<file path="config.mk">
export PLATFORM = sky130hd
export DESIGN_NAME = ps2_mouse_packet_tracker_flat
export DESIGN_NICKNAME = d
export VERILOG_FILES = /design/src/rtl/ps2_mouse_packet_tracker_if.sv /design/src/rtl/ps2_mouse_packet_tracker.sv /design/src/flat_wrapper.sv
export SDC_FILE = /design/constraint.sdc
export NUM_CORES = 1
export LEC_CHECK = 0
export BUFFER_PORTS_ARGS = -buffer_cell sky130_fd_sc_hd__buf_4
export CAP_MARGIN = 40
export CORE_MARGIN = 5
export CORE_UTILIZATION = 50
export DETAILED_ROUTE_END_ITERATION = 10
export PLACE_DENSITY_LB_ADDON = 0.08
export SYNTH_ARGS = -nofsm -noshare
export SYNTH_HDL_FRONTEND = slang
export SYNTH_SLANG_ARGS = --single-unit
</file>
<file path="constraint.sdc">
create_clock -name clk -period 3.3 [get_ports clk]
set_input_delay 0.66 -clock clk [delete_from_list [all_inputs] [get_ports clk]]
set_output_delay 0.66 -clock clk [all_outputs]
set_load 0.05 [all_outputs]
</file>
<file path="src/rtl/ps2_mouse_packet_tracker_if.sv">
// ----------------------------------------------------------------------------
// ps2_mouse_packet_tracker_if
//   Groups the byte-receiver side and the bus-facing side of the PS/2 mouse
//   packet tracker into one bundle.
//
//   Receiver side : byte_ready (1-cycle strobe), byte_read[7:0],
//                   byte_error_code[1:0] (00 = clean byte)
//   Bus side      : interrupt_ack (1-cycle strobe), mouse_x/mouse_y[POS_W-1:0],
//                   mouse_z[7:0], mouse_buttons[2:0] {middle,right,left},
//                   send_interrupt, sync_err_count[7:0], current_state[2:0]
//
//   master : whoever feeds bytes and acknowledges interrupts
//   slave  : the packet tracker itself
// ----------------------------------------------------------------------------
interface ps2_mouse_packet_tracker_if #(
  parameter int POS_W = 8
) ();

  logic             byte_ready;
  logic [7:0]       byte_read;
  logic [1:0]       byte_error_code;
  logic             interrupt_ack;

  logic [POS_W-1:0] mouse_x;
  logic [POS_W-1:0] mouse_y;
  logic [7:0]       mouse_z;
  logic [2:0]       mouse_buttons;
  logic             send_interrupt;
  logic [7:0]       sync_err_count;
  logic [2:0]       current_state;

  modport master (
    output byte_ready, byte_read, byte_error_code, interrupt_ack,
    input  mouse_x, mouse_y, mouse_z, mouse_buttons,
           send_interrupt, sync_err_count, current_state
  );

  modport slave (
    input  byte_ready, byte_read, byte_error_code, interrupt_ack,
    output mouse_x, mouse_y, mouse_z, mouse_buttons,
           send_interrupt, sync_err_count, current_state
  );

endinterface

</file>
<file path="src/rtl/ps2_mouse_packet_tracker.sv">
// ----------------------------------------------------------------------------
// ps2_mouse_packet_tracker
//   Assembles 3-byte (standard) or 4-byte (wheel) PS/2 mouse packets from a
//   byte receiver, drops corrupted or stalled packets, and keeps an absolute,
//   clamped X/Y cursor, a wrapping wheel count and the button state. A level
//   interrupt is raised on every applied packet and held until acknowledged.
//
//   Ports:
//     clk  - system clock
//     rst  - asynchronous, active-high reset
//     bus  - slave side of ps2_mouse_packet_tracker_if (byte input, position,
//            wheel, buttons, interrupt, sync error count, debug state)
// ----------------------------------------------------------------------------
module ps2_mouse_packet_tracker #(
  parameter int LIMIT_X        = 160,
  parameter int LIMIT_Y        = 120,
  parameter int POS_W          = 8,
  parameter int PACKET_BYTES   = 3,
  parameter int TIMEOUT_CYCLES = 2000000
) (
  input  logic                     clk,
  input  logic                     rst,
  ps2_mouse_packet_tracker_if.slave bus
);

  // Signed width used for position arithmetic: room for sign plus overshoot.
  localparam int SW = POS_W + 2;
  localparam int TW = $clog2(TIMEOUT_CYCLES + 1);

  localparam logic [POS_W-1:0]        X_RESET   = POS_W'(LIMIT_X / 2);
  localparam logic [POS_W-1:0]        Y_RESET   = POS_W'(LIMIT_Y / 2);
  localparam logic [POS_W-1:0]        X_MAX_U   = POS_W'(LIMIT_X - 1);
  localparam logic [POS_W-1:0]        Y_MAX_U   = POS_W'(LIMIT_Y - 1);
  localparam logic signed [SW-1:0]    X_MAX_S   = SW'(LIMIT_X - 1);
  localparam logic signed [SW-1:0]    Y_MAX_S   = SW'(LIMIT_Y - 1);
  localparam logic [TW-1:0]           TOUT_LAST = TW'(TIMEOUT_CYCLES);

  typedef enum logic [2:0] {
    S_B0     = 3'd0,
    S_B1     = 3'd1,
    S_B2     = 3'd2,
    S_B3     = 3'd3,
    S_UPDATE = 3'd4
  } state_t;

  state_t state;
  state_t next_state;

  // Captured packet fields. Bit 3 of the status byte is only a framing marker,
  // so it is checked on arrival but never stored.
  logic [2:0] btn_q;
  logic       sign_x_q;
  logic       sign_y_q;
  logic       ovf_x_q;
  logic       ovf_y_q;
  logic [7:0] dx_q;
  logic [7:0] dy_q;
  logic [3:0] z_q;

  logic [TW-1:0]    timeout_cnt;
  logic [POS_W-1:0] pos_x;
  logic [POS_W-1:0] pos_y;
  logic [7:0]       wheel;
  logic [2:0]       buttons;
  logic             irq;
  logic [7:0]       err_count;

  logic byte_ok;
  logic byte_bad;
  logic in_packet;
  logic timed_out;

  logic load_status;
  logic load_dx;
  logic load_dy;
  logic load_z;
  logic drop;
  logic apply;

  logic signed [8:0]    dx9;
  logic signed [8:0]    dy9;
  logic signed [SW-1:0] x_sum;
  logic signed [SW-1:0] y_sum;
  logic [POS_W-1:0]     x_new;
  logic [POS_W-1:0]     y_new;
  logic [7:0]           z_step;

  assign byte_ok   = bus.byte_ready && (bus.byte_error_code == 2'b00);
  assign byte_bad  = bus.byte_ready && (bus.byte_error_code != 2'b00);
  assign in_packet = (state == S_B1) || (state == S_B2) || (state == S_B3);
  // A byte arriving in the very cycle the limit is hit still counts as on time.
  assign timed_out = in_packet && !bus.byte_ready && (timeout_cnt >= TOUT_LAST);

  always_ff @(posedge clk or posedge rst) begin
    if (rst) begin
      state <= S_B0;
    end else begin
      state <= next_state;
    end
  end

  // S_UPDATE doubles as a byte-0 slot so a status byte arriving right behind
  // the last byte of the previous packet is not lost.
  always_comb begin
    next_state  = state;
    load_status = 1'b0;
    load_dx     = 1'b0;
    load_dy     = 1'b0;
    load_z      = 1'b0;
    drop        = 1'b0;
    apply       = 1'b0;
    case (state)
      S_B0, S_UPDATE: begin
        apply      = (state == S_UPDATE);
        next_state = S_B0;
        if (byte_ok && bus.byte_read[3]) begin
          load_status = 1'b1;
          next_state  = S_B1;
        end else if (bus.byte_ready) begin
          drop = 1'b1;
        end
      end
      S_B1: begin
        if (byte_ok) begin
          load_dx    = 1'b1;
          next_state = S_B2;
        end else if (byte_bad || timed_out) begin
          drop       = 1'b1;
          next_state = S_B0;
        end
      end
      S_B2: begin
        if (byte_ok) begin
          load_dy    = 1'b1;
          next_state = (PACKET_BYTES == 4) ? S_B3 : S_UPDATE;
        end else if (byte_bad || timed_out) begin
          drop       = 1'b1;
          next_state = S_B0;
        end
      end
      S_B3: begin
        if (byte_ok) begin
          load_z     = 1'b1;
          next_state = S_UPDATE;
        end else if (byte_bad || timed_out) begin
          drop       = 1'b1;
          next_state = S_B0;
        end
      end
      default: begin
        next_state = S_B0;
      end
    endcase
  end

  // Inter-byte watchdog: runs only while part of a packet is held.
  always_ff @(posedge clk or posedge rst) begin
    if (rst) begin
      timeout_cnt <= '0;
    end else if (in_packet && !bus.byte_ready && !timed_out) begin
      timeout_cnt <= timeout_cnt + TW'(1);
    end else begin
      timeout_cnt <= '0;
    end
  end

  always_ff @(posedge clk or posedge rst) begin
    if (rst) begin
      btn_q    <= '0;
      sign_x_q <= 1'b0;
      sign_y_q <= 1'b0;
      ovf_x_q  <= 1'b0;
      ovf_y_q  <= 1'b0;
      dx_q     <= '0;
      dy_q     <= '0;
      z_q      <= '0;
    end else begin
      if (load_status) begin
        btn_q    <= bus.byte_read[2:0];
        sign_x_q <= bus.byte_read[4];
        sign_y_q <= bus.byte_read[5];
        ovf_x_q  <= bus.byte_read[6];
        ovf_y_q  <= bus.byte_read[7];
      end
      if (load_dx) dx_q <= bus.byte_read;
      if (load_dy) dy_q <= bus.byte_read;
      if (load_z)  z_q  <= bus.byte_read[3:0];
    end
  end

  // Position update. Overflowed axes contribute no motion; PS/2 +Y points up
  // while our Y grows downward, hence the subtraction.
  always_comb begin
    dx9    = ovf_x_q ? 9'sd0 : $signed({sign_x_q, dx_q});
    dy9    = ovf_y_q ? 9'sd0 : $signed({sign_y_q, dy_q});
    x_sum  = $signed({2'b00, pos_x}) + SW'(dx9);
    y_sum  = $signed({2'b00, pos_y}) - SW'(dy9);
    z_step = {{4{z_q[3]}}, z_q};

    if (x_sum[SW-1]) begin
      x_new = '0;
    end else if (x_sum > X_MAX_S) begin
      x_new = X_MAX_U;
    end else begin
      x_new = x_sum[POS_W-1:0];
    end

    if (y_sum[SW-1]) begin
      y_new = '0;
    end else if (y_sum > Y_MAX_S) begin
      y_new = Y_MAX_U;
    end else begin
      y_new = y_sum[POS_W-1:0];
    end
  end

  always_ff @(posedge clk or posedge rst) begin
    if (rst) begin
      pos_x   <= X_RESET;
      pos_y   <= Y_RESET;
      wheel   <= '0;
      buttons <= '0;
    end else if (apply) begin
      pos_x   <= x_new;
      pos_y   <= y_new;
      buttons <= btn_q;
      if (PACKET_BYTES == 4) begin
        wheel <= wheel + z_step;
      end
    end
  end

  // Setting the interrupt takes priority over a simultaneous acknowledge so a
  // fresh packet is never silently swallowed.
  always_ff @(posedge clk or posedge rst) begin
    if (rst) begin
      irq <= 1'b0;
    end else if (apply) begin
      irq <= 1'b1;
    end else if (bus.interrupt_ack) begin
      irq <= 1'b0;
    end
  end

  always_ff @(posedge clk or posedge rst) begin
    if (rst) begin
      err_count <= '0;
    end else if (drop && (err_count != 8'hFF)) begin
      err_count <= err_count + 8'd1;
    end
  end

  assign bus.mouse_x        = pos_x;
  assign bus.mouse_y        = pos_y;
  assign bus.mouse_z        = wheel;
  assign bus.mouse_buttons  = buttons;
  assign bus.send_interrupt = irq;
  assign bus.sync_err_count = err_count;
  assign bus.current_state  = state;

endmodule

</file>
<file path="src/flat_wrapper.sv">
// flat-port wrapper written by rule: the top's interface ports become plain ports
module ps2_mouse_packet_tracker_flat 
#(
  parameter int LIMIT_X        = 160,
  parameter int LIMIT_Y        = 120,
  parameter int POS_W          = 8,
  parameter int PACKET_BYTES   = 3,
  parameter int TIMEOUT_CYCLES = 2000000
)
  (clk, rst, bus_byte_ready, bus_byte_read, bus_byte_error_code, bus_interrupt_ack, bus_mouse_x, bus_mouse_y, bus_mouse_z, bus_mouse_buttons, bus_send_interrupt, bus_sync_err_count, bus_current_state);
  ps2_mouse_packet_tracker_if #(.POS_W(POS_W)) bus_i ();
  input  logic clk;
  input  logic rst;
  input wire logic [$bits(bus_i.byte_ready)-1:0] bus_byte_ready;
  input wire logic [$bits(bus_i.byte_read)-1:0] bus_byte_read;
  input wire logic [$bits(bus_i.byte_error_code)-1:0] bus_byte_error_code;
  input wire logic [$bits(bus_i.interrupt_ack)-1:0] bus_interrupt_ack;
  output wire logic [$bits(bus_i.mouse_x)-1:0] bus_mouse_x;
  output wire logic [$bits(bus_i.mouse_y)-1:0] bus_mouse_y;
  output wire logic [$bits(bus_i.mouse_z)-1:0] bus_mouse_z;
  output wire logic [$bits(bus_i.mouse_buttons)-1:0] bus_mouse_buttons;
  output wire logic [$bits(bus_i.send_interrupt)-1:0] bus_send_interrupt;
  output wire logic [$bits(bus_i.sync_err_count)-1:0] bus_sync_err_count;
  output wire logic [$bits(bus_i.current_state)-1:0] bus_current_state;
  assign bus_i.byte_ready = bus_byte_ready;
  assign bus_i.byte_read = bus_byte_read;
  assign bus_i.byte_error_code = bus_byte_error_code;
  assign bus_i.interrupt_ack = bus_interrupt_ack;
  assign bus_mouse_x = bus_i.mouse_x;
  assign bus_mouse_y = bus_i.mouse_y;
  assign bus_mouse_z = bus_i.mouse_z;
  assign bus_mouse_buttons = bus_i.mouse_buttons;
  assign bus_send_interrupt = bus_i.send_interrupt;
  assign bus_sync_err_count = bus_i.sync_err_count;
  assign bus_current_state = bus_i.current_state;
  ps2_mouse_packet_tracker #(.LIMIT_X(LIMIT_X), .LIMIT_Y(LIMIT_Y), .POS_W(POS_W), .PACKET_BYTES(PACKET_BYTES), .TIMEOUT_CYCLES(TIMEOUT_CYCLES)) u_core (.clk(clk), .rst(rst), .bus(bus_i));
endmodule
</file>
### After elaboration in Yosys (flattened, before gate mapping)

Cells that the tools add are included.

| storage, ports and cells | value |
|---|---|
| logic and storage cells | 70 |
| output and inout bits | 39 |
| register bits after elaboration | 75 |

| cells by class | value |
|---|---|
| eq/ne operators | 5 |
| reduce and logical (&&, ||, !) cells | 19 |
| add/subtract/negate cells | 4 |
| magnitude comparators | 3 |
| multiplexer cells | 25 |

Operators by type and width:

| cell | number |
|---|---|
| two-way mux 8 bit | 4 |
| adder 21 x 1 -> 21 bit (second input constant) | 1 |
| >= comparator 21 bit (second input constant) | 1 |
| two-way mux 21 bit | 1 |
| two-way mux 9 bit | 2 |
| two-way mux 1 bit | 13 |
| adder 9 x 9 -> 10 bit | 1 |
| > comparator 10 x 8 -> 1 bit (second input constant) | 1 |
| > comparator 10 x 9 -> 1 bit (second input constant) | 1 |
| subtractor 9 x 9 -> 10 bit | 1 |
| two-way mux 3 bit | 3 |
| one-hot mux 3 bit (3 select lines) | 1 |
| adder 8 x 1 -> 8 bit (second input constant) | 1 |
| inequality test 8 bit (second input constant) | 1 |
| logical AND 1 bit | 7 |
| equality test 3 x 2 -> 1 bit (second input constant) | 2 |
| nonzero test 2 bit | 2 |
| OR reduction 2 bit | 2 |
| equality test 3 x 1 -> 1 bit (second input constant) | 1 |
| equality test 3 bit (second input constant) | 1 |
| logical NOT 3 bit | 1 |
| logical OR 1 bit | 3 |
| OR reduction 3 bit | 1 |
| logical NOT 1 bit | 2 |
| other kinds (2) | 2 |

### Logic depth before layout (Yosys ltp)

Gate-level depths: netlist of run 1.

| depth | value |
|---|---|
| depth after elaboration | 10 |
| depth in mapped cells | 10 |

### Worst setup path before layout of run 1

OpenSTA, ideal clock, no wires.

| path | value |
|---|---|
| kind | register to register |
| start point | reg u_core.pos_y[0], in the netlist u_core.bus.mouse_y[0] |
| end point | reg u_core.pos_y[0], in the netlist u_core.bus.mouse_y[0] |
| arrival | 2.657 ns |
| period minus slack after synthesis | 2.756 ns |
| path buffers | 0 |
| setup slack | 0.544 ns |
| stages on the path, launching flop included | 11 |
| path through | dfrtp_1 -> inv_1 -> ha_1 -> inv_1 -> fa_1 -> nand3_1 -> a211oi_1 -> or2_0 -> a31o_1 -> or4_4 -> a311oi_1 |

| between the ends | value |
|---|---|
| longest elaborated chain between the ends | 4 |

RTL lines:

| item | RTL line | source |
|---|---|---|
| start, declared | ps2_mouse_packet_tracker.sv:62 | `logic [POS_W-1:0] pos_y;` |
| start signal, assigned | ps2_mouse_packet_tracker.sv:225 | `pos_y <= y_new;` |
| subtractor 9 x 9 -> 10 bit * | ps2_mouse_packet_tracker.sv:197 | `y_sum = $signed({2'b00, pos_y}) - SW'(dy9);` |
| > comparator 10 x 8 -> 1 bit | ps2_mouse_packet_tracker.sv:210 | `end else if (y_sum > Y_MAX_S) begin` |
| two-way mux 8 bit | ps2_mouse_packet_tracker.sv:210 |  |
| two-way mux 8 bit * | ps2_mouse_packet_tracker.sv:208 | `if (y_sum[SW-1]) begin` |

Every way passes the cells marked *; elsewhere a longest branch is shown, timed or not.
A chain may end at the register's enable or synchronous reset.

### Final worst setup path of run 1

| path | value |
|---|---|
| start point | reg u_core.ovf_y_q |
| end point | reg u_core.pos_y[1], in the netlist u_core.bus.mouse_y[1] |

| between the ends | value |
|---|---|
| longest elaborated chain between the ends | 5 |

RTL lines:

| item | RTL line | source |
|---|---|---|
| start, declared | ps2_mouse_packet_tracker.sv:55 | `logic ovf_y_q;` |
| start signal, assigned | ps2_mouse_packet_tracker.sv:183 | `ovf_y_q <= bus.byte_read[7];` |
| two-way mux 9 bit * | ps2_mouse_packet_tracker.sv:195 | `dy9 = ovf_y_q ? 9'sd0 : $signed({sign_y_q, dy_q});` |
| subtractor 9 x 9 -> 10 bit * | ps2_mouse_packet_tracker.sv:197 |  |
| > comparator 10 x 8 -> 1 bit | ps2_mouse_packet_tracker.sv:210 |  |
| two-way mux 8 bit | ps2_mouse_packet_tracker.sv:210 |  |
| two-way mux 8 bit * | ps2_mouse_packet_tracker.sv:208 |  |

Marked as above.

==> flow_summary_export.csv, run 1 <==
group,metric,value,unit
outcome,status,"finished clean",
power,power_frac_comb,0.330,
sta,finalCriticalPeriod,2870,ps
worst_setup_path,cp_data_required_time,3540,ps
clock_network,clock-sinks,75,
logic_synthesis,synth_seq_cells,75,
worst_setup_path,critical_path_class,"flip-flop to flip-flop",
die,std_cell_rows,33,
logic_synthesis,synth.avg_cell_area,10.4,um2
power,p_leak,0.00221,uW
clock_network,cts_buffers,9,
detailed_routing,routed_wl,8100,um
logic_synthesis,yosysTopAreaCell,"dfrtp_1",
placement,place_congestion,0.851,
layout,drive_above_1_share,0.233,
worst_setup_path,rrSetupSlack,430,ps
clock_network,cts_htree_levels,3,
layout,num-nets-final,483,
power,p_sw,1010,uW
worst_setup_path,start_kind,"flip-flop",
sta,fin_tns_setup,0,ps
die,start_util,0.508,
clock_network,cts.path.max_buffers,2,
worst_hold_path,worstHoldEndpoint,"u_core.bus.mouse_buttons[2]",
logic_synthesis,synth.top_cells.by_area,"dfrtp_1, mux2_2, ha_1",
power,ir_worst_vdd,0.475,mV
worst_setup_path,cp.arrival,3110,ps
global_routing,overflow,0,
layout,num_antenna_cells,0,
global_routing,grt_max_degree,38,
worst_setup_path,crit_fanout,10,
die,fp.dieW,101,um
clock_network,ctsHoldBuffers,0,
logic_synthesis,synth_cell_types,49,
sta,worstMarginPinSlew,814,ps
global_routing,use_met3,0.0304,
sta,rsz0062_at_grt,"false",
detailed_routing,via_count,2983,
placement,portBuffers,44,
logic_synthesis,synth_seq_area_share,0.459,
worst_hold_path,holdPathStages,2,
die,die_h,101,um
logic_synthesis,postSynth.asyncResetShare,1.00,
power,total_power,2870,uW
clock_network,clockRootBuffer,"clkbuf_8",
worst_hold_path,hp-start,"u_core.btn_q[2]",
detailed_routing,dr.pass1.iters,4,
die,coreArea,8090,um2
sta,drv_slew,0,
power,power.density,603,nW/um2
global_routing,grt_pass1_wl,13800,um
clock_network,clkTransAtPathRegs,80,ps
detailed_routing,drt_iter0_markers,101,
clock_network,postCtsSetupRepairBufs,0,
power,p_clk_frac,0.269,
worst_setup_path,r2r-end,"u_core.bus.mouse_y[1]",
logic_synthesis,synth_warnings,8,
worst_hold_path,min_path_type,"flip-flop to flip-flop",
flow_run,drv_cap,0,
sta,fin_skew,10.1,ps
die,dieArea,10100,um2
detailed_routing,vias_per_cell,5.37,
worst_setup_path,crit_path_end_kind,"flip-flop",
clock_network,clk_latency,340,ps
detailed_routing,drc_errors,0,
power,p_seq_frac,0.401,
power,internal_power,1850,uW
global_routing,top_usage_layer,"met2",
logic_synthesis,synthFlopType,"dfrtp_1",
global_routing,grt_pass1_vias,2963,
sta,max_freq,349,MHz
global_routing,met1_usage,0.234,
sta,setup-violations-final,0,
detailed_routing,wl_per_cell,14.6,um
sta,relSlewSlack,0.456,
logic_synthesis,syn-instance-count,396,
sta,hold_viol_final,0,
placement,dp_hpwl,5960,um
global_routing,antenna_found_initial,0,
logic_synthesis,synth_edf_count,0,
detailed_routing,ant_nets,0,
die,io_pins,53,
global_routing,met2_usage,0.269,
worst_setup_path,r2r_start,"u_core.ovf_y_q",
global_routing,grt_usage,0.170,
layout,area.growth.synth_to_final,15.7,%
power,switching_share,0.354,
sta,period_share,0.869,
logic_synthesis,synth_top_cell_area_share,0.420,
clock_network,cts_tree,"built",
clock_network,ctsResizeCount,0,
logic_synthesis,netlist_area,4110,um2
worst_setup_path,reg2reg_depth,10,
==> routing by layer <==
| metal | up-vias | share of wire |
|---|---|---|
| li1 | 1477 | - |
| met1 | 1444 | 0.49 |
| met2 | 53 | 0.47 |
| met3 | 9 | 0.034 |
| met4 | 0 | 0.013 |
| met5 | - | 0 |
==> cell type report <==
| class | count | area (um2) |
|---|---|---|
| Inverter | 16 | 60.1 |
| Clock buffer | 10 | 138 |
| Timing Repair Buffer | 48 | 360 |
| Clock inverter | 5 | 77.6 |
| Multi-Input combinational cell | 297 | 2100 |
| Sequential cell | 75 | 1880 |
| Tap cell | 105 | 131 |
| Fill cell | 712 | 3340 |
==> sequential cells by signal, indices dropped and copies added, names as in the netlist <==
name	cells
u_core.btn_q	3
u_core.ovf_y_q	1
u_core.dx_q	8
u_core.sign_x_q	1
u_core.bus.current_state	3
u_core.dy_q	8
u_core.bus.mouse_y	8
u_core.bus.sync_err_count	8
u_core.bus.mouse_x	8
u_core.bus.mouse_buttons	3
u_core.sign_y_q	1
u_core.ovf_x_q	1
u_core.timeout_cnt	21
u_core.bus.send_interrupt	1
==> cell usage after synthesis (2+ instances only) <==
cell type and n:
a211oi_1 6, a21oi_1 17, a311oi_1 4, a31oi_1 3, and2_1 4, and3_1 11
and4_1 3, buf_4 8, clkbuf_1 7, dfrtp_1 69, dfstp_2 6, fa_1 2
ha_1 20, inv_1 16, mux2_2 25, mux2i_1 3, nand2_1 26, nand2b_1 14
nand3_1 9, nand4_1 7, nor2_1 40, nor2b_1 15, nor3_1 5, nor3b_1 2
o211ai_1 2, o21ai_0 10, o221a_2 5, o31ai_1 3, or3_1 4, xnor2_1 18
xor2_1 14
==> layout by cell type (no fill, tap or decap), types with 7 or more instances in the layout <==
cell type,count
conb_1,8
xor2_1,14
nor2b_1,15
ha_1,20
nand3_1,9
a21oi_1,17
and3_1,11
dfrtp_1,69
nand4_1,7
o21ai_0,10
xnor2_1,18
buf_4,48
nand2b_1,14
nor2_1,40
clkbuf_8,10
nand2_1,26
inv_1,15
mux2_2,25
==> how the worst max path moves through the flow <==
stage | from | end | cells after the start
after floorplan | u_core.bus.mouse_y[0] | u_core.bus.mouse_y[0] | 10
after global placement | u_core.ovf_y_q | u_core.bus.mouse_y[1] | 10
after detailed placement | u_core.ovf_y_q | u_core.bus.mouse_y[1] | 10
after CTS | u_core.ovf_y_q | u_core.bus.mouse_y[1] | 10
after global routing | u_core.ovf_y_q | u_core.bus.mouse_y[0] | 10
final | u_core.ovf_y_q | u_core.bus.mouse_y[1] | 10
==> critical path: stages, from the launching register on <==
cell	delay [ps]
dfrtp_1	460
nor2b_1	140
ha_1	170
inv_1	50
fa_1	400
nand3_1	140
a211oi_1	100
or2_0	250
a31o_1	230
or4_4	560
a311oi_1	280
==> cells by family after synthesis <==
| family | count (synthesis) | share of synthesized area |
|---|---|---|
| other cells | 1 | 0.000913 |
| compound gates | 63 | 0.111 |
| simple gates | 144 | 0.179 |
| flops | 75 | 0.459 |
| xor+xnor | 32 | 0.0682 |
| buf+inv | 31 | 0.0356 |
| mux | 28 | 0.0758 |
| fa+ha+maj | 22 | 0.0707 |
==> through the flow <==
step	worst slack [ps]	instances	hold WS, ps	instance area (um2)	utilization
after floorplan	544	403	433	4130	-
after global placement	543	541	441	4540	0.561
after detailed placement	455	541	454	4540	0.561
after CTS	425	556	462	4750	0.588
after global routing	223	556	483	4750	0.588
final	433	556	456	4750	0.588
==> power by group through the flow <==
stage	sequential (uW)	clock (uW)	combinational, uW
after floorplan	1370	0	514
after global placement	1160	0	941
after detailed placement	1170	0	952
after CTS	1150	795	954
after global routing	1170	835	1040
final	1150	771	948
(Power assumes the default switching activity.)
==> inputs of run 2 (changes only) <==
- BUFFER_PORTS_ARGS: -buffer_cell sky130_fd_sc_hd__buf_4 -> -buffer_cell sky130_fd_sc_hd__buf_2
- clock period: 3.3 -> 2.4 ns (I/O delays scaled with it)
==> run 2 against run 1 <==
  * The run now ends with setup timing left
  * First-iteration DRC count is 32% lower
  * Largest power group is now combinational logic
  * Setup slack worse by 660 ps
  * Utilization is 6.6 points higher
  * Clock power is 69% higher
==> flow_summary_export.csv, run 2 (synthesis results as in run 1) <==
group,metric,value,unit
outcome,status,"complete, but fails checks",
outcome,violations,"setup timing",
die,fp.dieW,101,um
global_routing,overflow,0,
worst_setup_path,crit_fanout,6,
layout,fin_area,5290,um2
placement,post-place-ws,-248,ps
global_routing,grt_max_degree,28,
worst_setup_path,reg2reg_depth,10,
worst_setup_path,cp_data_required_time,2660,ps
worst_setup_path,r2r_start,"u_core.ovf_y_q",
global_routing,grt_usage,0.190,
placement,dp_hpwl,6620,um
layout,final_cell_mix,"dfrtp_1, buf_2, nor2_1, buf_4, mux2_2",
worst_setup_path,slowest_stage,"or4_4",
worst_setup_path,r2r-end,"u_core.bus.mouse_y[0]",
worst_setup_path,crit_path_end_kind,"flip-flop",
power,ir_worst_vdd,0.595,mV
sta,worstMarginPinSlew,696,ps
global_routing,grt_pass1_wl,15200,um
die,start_util,0.508,
clock_network,clockRootBuffer,"clkbuf_8",
sta,period_share,1.10,
clock_network,cts_htree_levels,3,
worst_hold_path,min_path_type,"input port to asynchronous set/reset pin",
sta,finalCriticalPeriod,2630,ps
detailed_routing,dr.pass1.iters,5,
sta,relSlewSlack,0.536,
power,power.density,862,nW/um2
placement,placed_area,4760,um2
die,coreArea,8090,um2
clock_network,clock-sinks,75,
layout,largest_register_ffs,21,
clock_network,clkTransAtPathRegs,80,ps
worst_setup_path,critical_path_class,"flip-flop to flip-flop",
sta,hold_viol_final,0,
detailed_routing,via_count,3201,
placement,portBuffers,44,
die,io_pins,53,
die,die_h,101,um
detailed_routing,routed_wl,9230,um
sta,setup-violations-final,11,
die,std_cell_rows,33,
layout,final_common_cell,"dfrtp_1",
sta,drv_slew,0,
power,p_leak,0.00246,uW
worst_setup_path,crit_start,"u_core.ovf_y_q",
placement,place_congestion,0.899,
global_routing,antenna_found_initial,1,
sta,max_freq,380,MHz
die,dieArea,10100,um2
clock_network,cts_tree,"built",
clock_network,clk_latency,350,ps
detailed_routing,vias_per_cell,5.37,
worst_setup_path,rrSetupSlack,-230,ps
clock_network,ctsHoldBuffers,0,
worst_setup_path,cp.arrival,2890,ps
layout,area.growth.synth_to_final,28.7,%
flow_run,drv_cap,0,
layout,top_register,"u_core.timeout_cnt",
sta,rsz0062_at_grt,"true",
detailed_routing,wl_per_cell,15.5,um
worst_setup_path,critPathMaxStageDelay,560,ps
sta,holdWs,183,ps
layout,fin_util,0.653,
global_routing,grt_pass1_vias,3223,
worst_setup_path,crit_end,"u_core.bus.mouse_y[0]",
sta,setup_slack,-230,ps
clock_network,cts_buffers,9,
layout,num_antenna_cells,0,
sta,fin_skew,10.1,ps
detailed_routing,drt_iter0_markers,69,
worst_setup_path,start_kind,"flip-flop",
detailed_routing,ant_nets,0,
layout,drive_above_1_share,0.373,
worst_setup_path,path_cells,"nor2b_4, ha_4, inv_2, fa_2, nand3_2, a211oi_2, or2_1, a31o_1, or4_4, a311oi_2",
layout,fillerInstances,644,
detailed_routing,drc_errors,0,
layout,num-nets-final,522,
clock_network,cts.path.max_buffers,2,
[run 2: cell count changes in the layout (fill, tap and decap cells not counted), sizes merged]
cell	previous run	this run
clkinv	2	1
clkinvlp	1	0
buf	48	87
clkbuf	10	11
bufinv	2	4
[run 2: power breakdown]
group | switching, uW | internal, uW
Combinational | 959 | 720
Sequential | 144 | 1440
Clock | 474 | 823
Total | 1580 | 2980
[run 2: how the worst min path moves through the flow]
stage,startpoint,endpoint,depth (start not counted)
2_1_floorplan,u_core.btn_q[0],u_core.bus.mouse_buttons[0],2
3_3_place_gp,u_core.btn_q[1],u_core.bus.mouse_buttons[1],2
3_5_place_dp,u_core.btn_q[2],u_core.bus.mouse_buttons[2],2
4_1_cts,rst,u_core.bus.send_interrupt,2
5_1_grt,rst,u_core.bus.send_interrupt,2
6_report,rst,u_core.bus.send_interrupt,2
[run 2: metrics by stage]
stage | TNS, ps | total power (uW) | cells
3_5_place_dp | -1640 | 3100 | 574
3_3_place_gp | -890 | 3060 | 574
2_1_floorplan | -809 | 2620 | 403
6_report | -1060 | 4560 | 596
4_1_cts | -1070 | 4470 | 593
5_1_grt | -2320 | 4800 | 596
[run 2: layer usage]
layer  track usage  part of all wire  up-vias
met4        0.0653             0.015        2
met2         0.303              0.49       51
li1              -                 -     1567
met3        0.0401             0.040       17
met5             0           0.00076        -
met1         0.257              0.46     1564
[run 2: cell type report]
cell class / instances / area (um2) / share of cell area
sequential: 75 / 1890 / 0.357
multi-input combinational: 297 / 2360 / 0.446
clock inverter: 5 / 125 / 0.0237
inverter: 16 / 60.1 / 0.0114
timing repair buffer: 87 / 581 / 0.110
tap: 105 / 131 / 0.0249
clock buffer: 11 / 141 / 0.0267
[run 2: critical path: cells and delay by family (launching register included)]
kind	cells	cell delay, ps
AOI/OAI and AO/OA	3	540
adders and majority gates	2	480
buffers and inverters	1	30
DFF	1	450
and+or+nand+nor	4	1040
[run 2: repair_timing]
action | 4_1_cts | 5_1_grt
setup buffers | 4 | 4
resized for setup | 12 | 27
setup endpoints to repair | 15 | 15
pin swaps | 5 | 19
